$ cat src/rtl/pair_triple_framer_pkg.sv
// pair_triple_framer_pkg: shared state encoding and default counter width
package pair_triple_framer_pkg;
  localparam logic [1:0] STATE_FILL = 2'd0;
  localparam logic [1:0] STATE_EVAL = 2'd1;
  localparam logic [1:0] STATE_OUT  = 2'd2;
  localparam int COUNT_W_DEF = 8;
endpackage

$ cat src/rtl/pair_triple_framer_sat_counter.sv
// sat_counter: saturating up-counter with synchronous clear
module sat_counter #(
  parameter int W = 8
) (
  input  logic         clk,
  input  logic         rst,
  input  logic         clr,
  input  logic         inc,
  output logic [W-1:0] count
);
  logic [W-1:0] count_q, count_d;
  always_comb count_d = clr ? '0 : (inc && count_q != '1) ? count_q + 1'b1 : count_q;
  always_ff @(posedge clk) count_q <= rst ? '0 : count_d;
  assign count = count_q;
endmodule

$ cat src/rtl/pair_triple_framer.sv
// pair_triple_framer: packs serial bits into 3-bit frames and returns detector verdicts
module pair_triple_framer
  import pair_triple_framer_pkg::*;
#(
  parameter int COUNT_W = COUNT_W_DEF,
  parameter bit DET_INV = 1'b0
) (
  input  logic               clk,
  input  logic               rst,
  input  logic               clr,
  input  logic               in_val,
  output logic               in_rdy,
  input  logic               in_bit,
  output logic [2:0]         frame,
  input  logic               det_in,
  output logic               out_val,
  input  logic               out_rdy,
  output logic               out_result,
  output logic [COUNT_W-1:0] frame_count,
  output logic [COUNT_W-1:0] hit_count
);
  logic [1:0] state_q, state_d, idx_q, idx_d;
  logic [2:0] frame_q, frame_d;
  logic       result_q, result_d;
  logic       in_xfer, out_xfer;
  assign in_rdy   = state_q == STATE_FILL;
  assign out_val  = state_q == STATE_OUT;
  assign in_xfer  = in_val & in_rdy;
  assign out_xfer = out_val & out_rdy;
  always_comb begin
    state_d  = state_q;
    idx_d    = idx_q;
    frame_d  = frame_q;
    result_d = result_q;
    case (state_q)
      STATE_FILL: if (in_xfer) begin
        frame_d[idx_q] = in_bit;
        idx_d   = idx_q == 2'd2 ? 2'd0 : idx_q + 2'd1;
        state_d = idx_q == 2'd2 ? STATE_EVAL : STATE_FILL;
      end
      STATE_EVAL: begin
        result_d = det_in ^ DET_INV;
        state_d  = STATE_OUT;
      end
      STATE_OUT: if (out_xfer) begin
        frame_d = 3'b000;
        state_d = STATE_FILL;
      end
      default: begin
        state_d = STATE_FILL;
        idx_d   = 2'd0;
      end
    endcase
  end
  always_ff @(posedge clk) begin
    state_q  <= rst ? STATE_FILL : state_d;
    idx_q    <= rst ? 2'd0 : idx_d;
    frame_q  <= rst ? 3'b000 : frame_d;
    result_q <= rst ? 1'b0 : result_d;
  end
  assign frame      = frame_q;
  assign out_result = result_q;
  sat_counter #(.W(COUNT_W)) u_frame_cnt (
    .clk(clk), .rst(rst), .clr(clr), .inc(out_xfer), .count(frame_count)
  );
  sat_counter #(.W(COUNT_W)) u_hit_cnt (
    .clk(clk), .rst(rst), .clr(clr), .inc(out_xfer & result_q), .count(hit_count)
  );
endmodule

$ cat config.mk
export PLATFORM = sky130hd
export DESIGN_NAME = pair_triple_framer
export DESIGN_NICKNAME = d
export VERILOG_FILES = /design/src/rtl/pair_triple_framer_pkg.sv /design/src/rtl/pair_triple_framer_sat_counter.sv /design/src/rtl/pair_triple_framer.sv
export SDC_FILE = /design/constraint.sdc
export NUM_CORES = 1
export LEC_CHECK = 0
export ABC_AREA = 1
export CAP_MARGIN = 20
export CELL_PAD_IN_SITES_DETAIL_PLACEMENT = 1
export CELL_PAD_IN_SITES_GLOBAL_PLACEMENT = 2
export CORE_MARGIN = 8
export CORE_UTILIZATION = 24
export DETAILED_ROUTE_END_ITERATION = 10
export PLACE_DENSITY_LB_ADDON = 0.12
export SYNTH_ARGS = -nofsm -noshare
export SYNTH_HDL_FRONTEND = slang
export SYNTH_SLANG_ARGS = --single-unit
$ cat constraint.sdc
create_clock -name clk -period 1.2 [get_ports clk]
set_input_delay 0.24 -clock clk [delete_from_list [all_inputs] [get_ports clk]]
set_output_delay 0.24 -clock clk [all_outputs]
set_load 0.05 [all_outputs]
* After elaboration in Yosys (flattened, before gate mapping) *
Cells that the tools add are included.

storage, ports and cells
  word-level logic and storage cells = 45
  memories kept = 0
  RAM bits = 0
  register bits = 24
  latch bits = 0
  input port bits = 7
  memory bits (read-only) = 0

operators by class
  add/sub/neg operators = 3
  equality and inequality tests = 7
  mux-type cells = 13
  multipliers = 0
  bitwise operators = 4
  reduce and logical (&&, ||, !) cells = 10
  $lt $le $gt $ge = 2
  shift operators = 0
  divide/modulo/power cells = 0

operators by type and width
  cell                   count
  $add A8 B1 Y8 const B  2
  $ne A8 B8 Y1 const B   2
  $mux W2                4
  $mux W3                2
  $pmux W2 S3            1
  $pmux W3 S2            1
  $eq A2 B2 Y1 const B   2
  $ne A2 B1 Y1 const B   2
  $pmux W2 S2            1
  $reduce_and A2 Y1      2
  $reduce_or A2 Y1       2
  $and A1 B1 Y1          3
  $bwmux W3              1
  $logic_and A1 B1 Y1    3
  $lt A2 B3 Y1 const B   1
  $reduce_and A3 Y1      1
  $add A2 B1 Y2 const B  1
  $demux W1 S2           1
  $eq A2 B1 Y1 const B   1
  $ge A2 B1 Y1 const B   1
  $logic_not A2 Y1       1
  $mux W1                2
  $reduce_bool A2 Y1     1
  $not A1 Y1             1

* Depth between registers and ports, before layout *
Gate-level depths: netlist of run 1.

  depth in word-level cells = 7
  gate-level depth with buffers = 10
  mapped depth without buffers = 10

* By module *
From an unflattened synthesis of run 1, not the netlist that was laid out.

second synthesis, totals
  cells, all modules = 230
  area total of the unflattened synthesis = 1,453.9 µm²

modules (own cells, without submodules)
  module              times used  seq. area each (µm²)  area each (µm²)  cells an instance
  sat_counter         2           160.2                 460.4            73
  pair_triple_framer  1           160.2                 533.0            84

* Worst setup path after synthesis of run 1 *
OpenSTA, ideal clock, no wires.

  kind = flip-flop to flip-flop
  start point = register state_q[0]
  end point = register u_frame_cnt.count_q[6], in the netlist u_frame_cnt.count[6]
  path buffers = 0
  setup time = 0.118 ns
  arrival time = 1.567 ns
  setup slack = -0.484 ns
  cell stages (with the launch flop) = 10
  required time = 1.082 ns
  clock period less this slack = 1.684 ns
  path through = dfxtp_1 > inv_1 > ha_1 > nand2_2 > inv_2 > nand2_1 > nor2_1 > nand2_1 > nand2_1 > a21oi_1

on the way
  cells in the longest elaborated chain, start to end = 3

RTL lines
  what                    RTL line                              source
  from (decl)             pair_triple_framer.sv:22              logic [1:0] state_q, state_d, idx_q, idx_d;
  from (signal assigned)  pair_triple_framer.sv:56              state_q <= rst ? STATE_FILL : state_d;
  $eq A2 B2 Y1            pair_triple_framer.sv:27              assign out_val = state_q == STATE_OUT;
  net out_val             pair_triple_framer.sv:16              output logic out_val,
  $and A1 B1 Y1           pair_triple_framer.sv:29              assign out_xfer = out_val & out_rdy;
  $logic_and A1 B1 Y1     pair_triple_framer_sat_counter.sv:12  always_comb count_d = clr ? '0 : (inc && count_q != '1) ? count_q + 1'b1 : count_q;
  to (signal assigned)    pair_triple_framer_sat_counter.sv:13  always_ff @(posedge clk) count_q <= rst ? '0 : count_d;
  to (decl)               pair_triple_framer_sat_counter.sv:11  logic [W-1:0] count_q, count_d;

The timed path passes the listed nets, and every way through them passes these cells.
A chain may end at the register's enable or synchronous reset.

* Worst setup path after layout of run 1 *
  start point = register state_q[0]
  end point = register u_hit_cnt.count_q[0], in the netlist u_hit_cnt.count[0]

on the way
  cells in the longest elaborated chain, start to end = 4

RTL lines
  what                  RTL line                              source
  $eq A2 B2 Y1          pair_triple_framer.sv:27
  $and A1 B1 Y1         pair_triple_framer.sv:29
  $and A1 B1 Y1         pair_triple_framer.sv:67              .clk(clk), .rst(rst), .clr(clr), .inc(out_xfer & result_q), .count(hit_count)
  $logic_and A1 B1 Y1   pair_triple_framer_sat_counter.sv:12
  to (signal assigned)  pair_triple_framer_sat_counter.sv:13
  to (decl)             pair_triple_framer_sat_counter.sv:11

Every way passes these cells.

==> impl_metrics.py, run 1 <==
metrics = {
    "clock_network": {
        "path_clk_slew_ns": 0.10,
        "cts_tree": "yes",
        "root_buffer": "clkbuf_8",
        "hold_buffers": 0,
        "numCtsBuffers": 3,
        "clock_latency_ns": 0.28,
        "clkSinkCount": 24,
        "cts_buffer_depth": 2,
        "cts_htree_levels": 1,
    },
    "place": {
        "hpwl_um": 3160,
        "place_area_um2": 2280,
        "io_buffers": 28,
        "place_congestion": 0.780,
    },
    "run_status": {
        "status": "finished with violations",
        "violations": "setup timing",
    },
    "worst_setup_path": {
        "arrival_ns": 1.57,
        "regToRegSetupSlack_ns": -0.19,
        "crit_fanout": 5,
        "cp_num_buf_inv": 5,
        "endpoint_kind": "register",
        "crit_type": "register to register",
        "reg2reg_from": "state_q[0]$_SDFFE_PP0P_",
        "rr_endpoint": "u_hit_cnt.count[0]$_SDFFE_PP0P_",
        "crit_family": "buffers and inverters",
        "critical_path.startpoint_type": "register",
        "r2r.worst_path.cells": 9,
        "crit_required_ns": 1.38,
        "worstPathCellList": "inv_4 > ha_4 > buf_6 > nand3_4 > buf_4 > inv_4 > buf_4 > a21oi_2 > nor2_1",
        "slowest_stage": "dfxtp_2",
        "critPathMaxStageDelay_ns": 0.36,
    },
    "power_and_ir_drop": {
        "pwr-share-seq_pct": 30.6,
        "pwr-share-clk_pct": 19.0,
        "peakVddDrop_mv": 0.797,
        "intPower_mw": 1.92,
        "power.leakage_nw": 1.07,
        "power_switching_share_pct": 38.6,
        "p_sw_mw": 1.21,
        "p_per_area_nw_per_um2": 1180,
        "p_comb_share_pct": 50.4,
    },
    "floorplan": {
        "core_area_um2": 5510,
        "dieWidth_um": 91.6,
        "io_pins": 29,
        "die_y_um": 91.6,
        "die_area_um2": 8400,
        "start_util_pct": 24.9,
        "row_count": 27,
    },
    "synth": {
        "synth-edff-count": 0,
        "synth_most_common_cell": "nand2_1",
        "ys_seq_area_share_pct": 35.0,
        "synth_cells": 211,
        "syn_nets": 225,
        "synth_flop_cell": "dfxtp_1",
        "yosys.area.top_type": "dfxtp_1",
        "async_flop_share_pct": 0,
        "yosysWarnings": 0,
        "synthTopCellsByArea": "dfxtp_1 35%, nand2_1 14%, nor2_1 11%, inv_1 7.7%, ha_1 6.4%",
        "synth-seq-cells": 24,
        "ys_top_cells_by_count": "51 x nand2_1, 40 x nor2_1, 28 x inv_1",
        "synth_area_um2": 1370,
        "syn_avg_cell_area_um2": 6.51,
        "synth_cell_type_count": 20,
        "synth_top_area_share_pct": 35.0,
    },
    "routing": {
        "ant_nets": 0,
        "drt_pre_antenna_iters": 2,
        "first_iter_violations": 24,
        "wl_per_cell_um": 12.3,
        "vias": 1511,
        "vias_per_cell": 4.33,
        "drt_wl_total_um": 4280,
        "drc": 0,
    },
    "timing": {
        "clock.fmax_ghz": 0.718,
        "worst_pin_slew_ns": 0.333,
        "setup_tns_ns": -2.20,
        "setup_violations": 23,
        "finalWorstSetupSlack_ns": -0.193,
        "final_max_slew_viol_count": 0,
        "relSlewSlack_pct": 77.7,
        "rsz0062_at_grt": "true",
        "finClkSkew_ns": 0.00535,
        "fin_crit_sh_pct": 116,
        "period_minus_slack_ns": 1.39,
        "finalHoldViolations": 0,
    },
    "final_layout": {
        "n_antenna_cell": 0,
        "drive_gt1_share_pct": 49.8,
        "nNetsFinal": 292,
        "utilization_pct": 48.1,
        "syn_to_final_growth_pct": 92.9,
        "stdcell_area_um2": 2650,
    },
    "grt": {
        "grt_pass1_vias": 1640,
        "grt-busiest-layer": "met2",
        "gr-total-overflow": 0,
        "use_met1_pct": 11.9,
        "grt_usage_pct": 10.7,
        "grt_pass1_wl_um": 7530,
        "grt_max_degree": 17,
        "use_met3_pct": 2.20,
        "antenna_found_initial": 0,
        "globalRouteMet2Util_pct": 19.6,
    },
    "min_path": {
        "min_to": "out_result$_SDFFE_PP0N_",
        "hold_start": "det_in",
        "holdPathStages": 3,
        "min_path_type": "input port to register",
    },
    "flow_run": {
        "drv_cap": 0,
    },
}
==> timing repair <==
action                                  CTS  global route
pin swaps                                 3            14
buffers inserted                          6             7
gates resized for setup                  25            36
gates cloned                              0             0
endpoints found under the setup margin   15            28
==> logic make-up (layout without fill, tap and decap cells) <==
logic type	count (synthesis)	count (layout)	synth area share [%]
AND/OR/NAND/NOR	120	120	38.1
buffers and inverters	31	97	9.30
AO/OA/AOI/OAI	28	28	10.6
flip-flops	24	24	35.0
adder cells (fa/ha/maj)	7	7	6.38
XOR/XNOR	1	1	0.638
==> per-layer routing <==
metal	vias to the layer above	part of all wire, %
met5	-	0
met4	0	1.1
met3	5	2.9
met2	18	52
met1	691	44
li1	797	-
==> worst max-delay path by stage <==
stage	start	to	slack [ns]	cells past startpoint
after floorplan	u_hit_cnt.count[1]$_SDFFE_PP0P_	u_hit_cnt.count[1]$_SDFFE_PP0P_	-0.06	7
after global placement	out_rdy	frame[1]$_SDFFE_PP0P_	-0.29	8
after detailed placement	out_rdy	u_hit_cnt.count[4]$_SDFFE_PP0P_	-0.32	6
after CTS	state_q[0]$_SDFFE_PP0P_	out_val	-0.16	4
after global routing	state_q[0]$_SDFFE_PP0P_	u_frame_cnt.count[6]$_SDFFE_PP0P_	-0.25	10
final	state_q[0]$_SDFFE_PP0P_	u_hit_cnt.count[0]$_SDFFE_PP0P_	-0.19	9
==> stage by stage <==
step	setup WS [ns]	hold slack, ns	total power [mW]	cells
6_report	-0.193	0.491	3.13	349
5_1_grt	-0.253	0.496	3.34	349
4_1_cts	-0.158	0.488	2.87	342
3_5_place_dp	-0.323	0.510	2.12	332
3_3_place_gp	-0.291	0.507	2.12	332
2_1_floorplan	-0.0586	0.309	1.64	211
==> worst reg2reg max path: cells and delay by family, from the launching register on <==
kind | cells | cell delay (ns)
AND/OR/NAND/NOR | 2 | 0.17
flip-flops | 1 | 0.36
buffers and inverters | 5 | 0.48
AO/OA/AOI/OAI | 1 | 0.12
adder cells (fa/ha/maj) | 1 | 0.17
==> placed cells by master, fill, tap and decap left out, types with 2 or more instances in the layout <==
master	synthesis	routed
nand2_1	51	40
nor2_1	40	34
buf_4	1	25
buf_12	0	23
inv_1	28	20
dfxtp_2	0	14
nand3_1	11	10
a21oi_1	17	10
nand2_2	5	9
buf_6	1	9
a21oi_2	0	7
clkdlybuf4s50_1	0	6
nor2_4	2	5
nand2_4	1	5
nor2_2	2	5
ha_4	0	5
dfxtp_1	24	5
dfxtp_4	0	5
inv_4	0	4
o21ai_1	0	4
inv_2	1	4
clkbuf_8	0	4
nand2_8	0	3
o21ai_2	0	3
nand4_1	3	3
nor3_4	0	2
o21bai_1	2	2
ha_1	7	2
==> registers in the layout, summed over array words and instances (netlist names) <==
register / flops
frame: 3
idx_q: 2
state_q: 2
out_result: 1
u_frame_cnt.count: 8
u_hit_cnt.count: 8
==> power groups by stage <==
stage               Clock (mW)  Combinational [mW]  Sequential (mW)
floorplan                    0               0.569             1.08
global placement             0                1.15            0.974
detailed placement           0                1.15            0.973
CTS                      0.620                1.29            0.960
global route             0.654                1.71            0.973
finish                   0.593                1.58            0.959
==> cell type report <==
| cell class | count | area [um2] |
|---|---|---|
| multi-input combinational | 156 | 1030 |
| clock buffer | 4 | 55.1 |
| tap | 72 | 90.1 |
| inverter | 29 | 126 |
| fill | 652 | 2860 |
| sequential | 24 | 517 |
| timing repair buffer | 64 | 825 |
Note: power is estimated with default switching activity, not from simulation.
==> run 2: changes to the inputs <==
Settings changed: CAP_MARGIN 20 to 0.
==> results of run 2 <==
The final DEF is identical to that of run 1; final timing and power are the same.
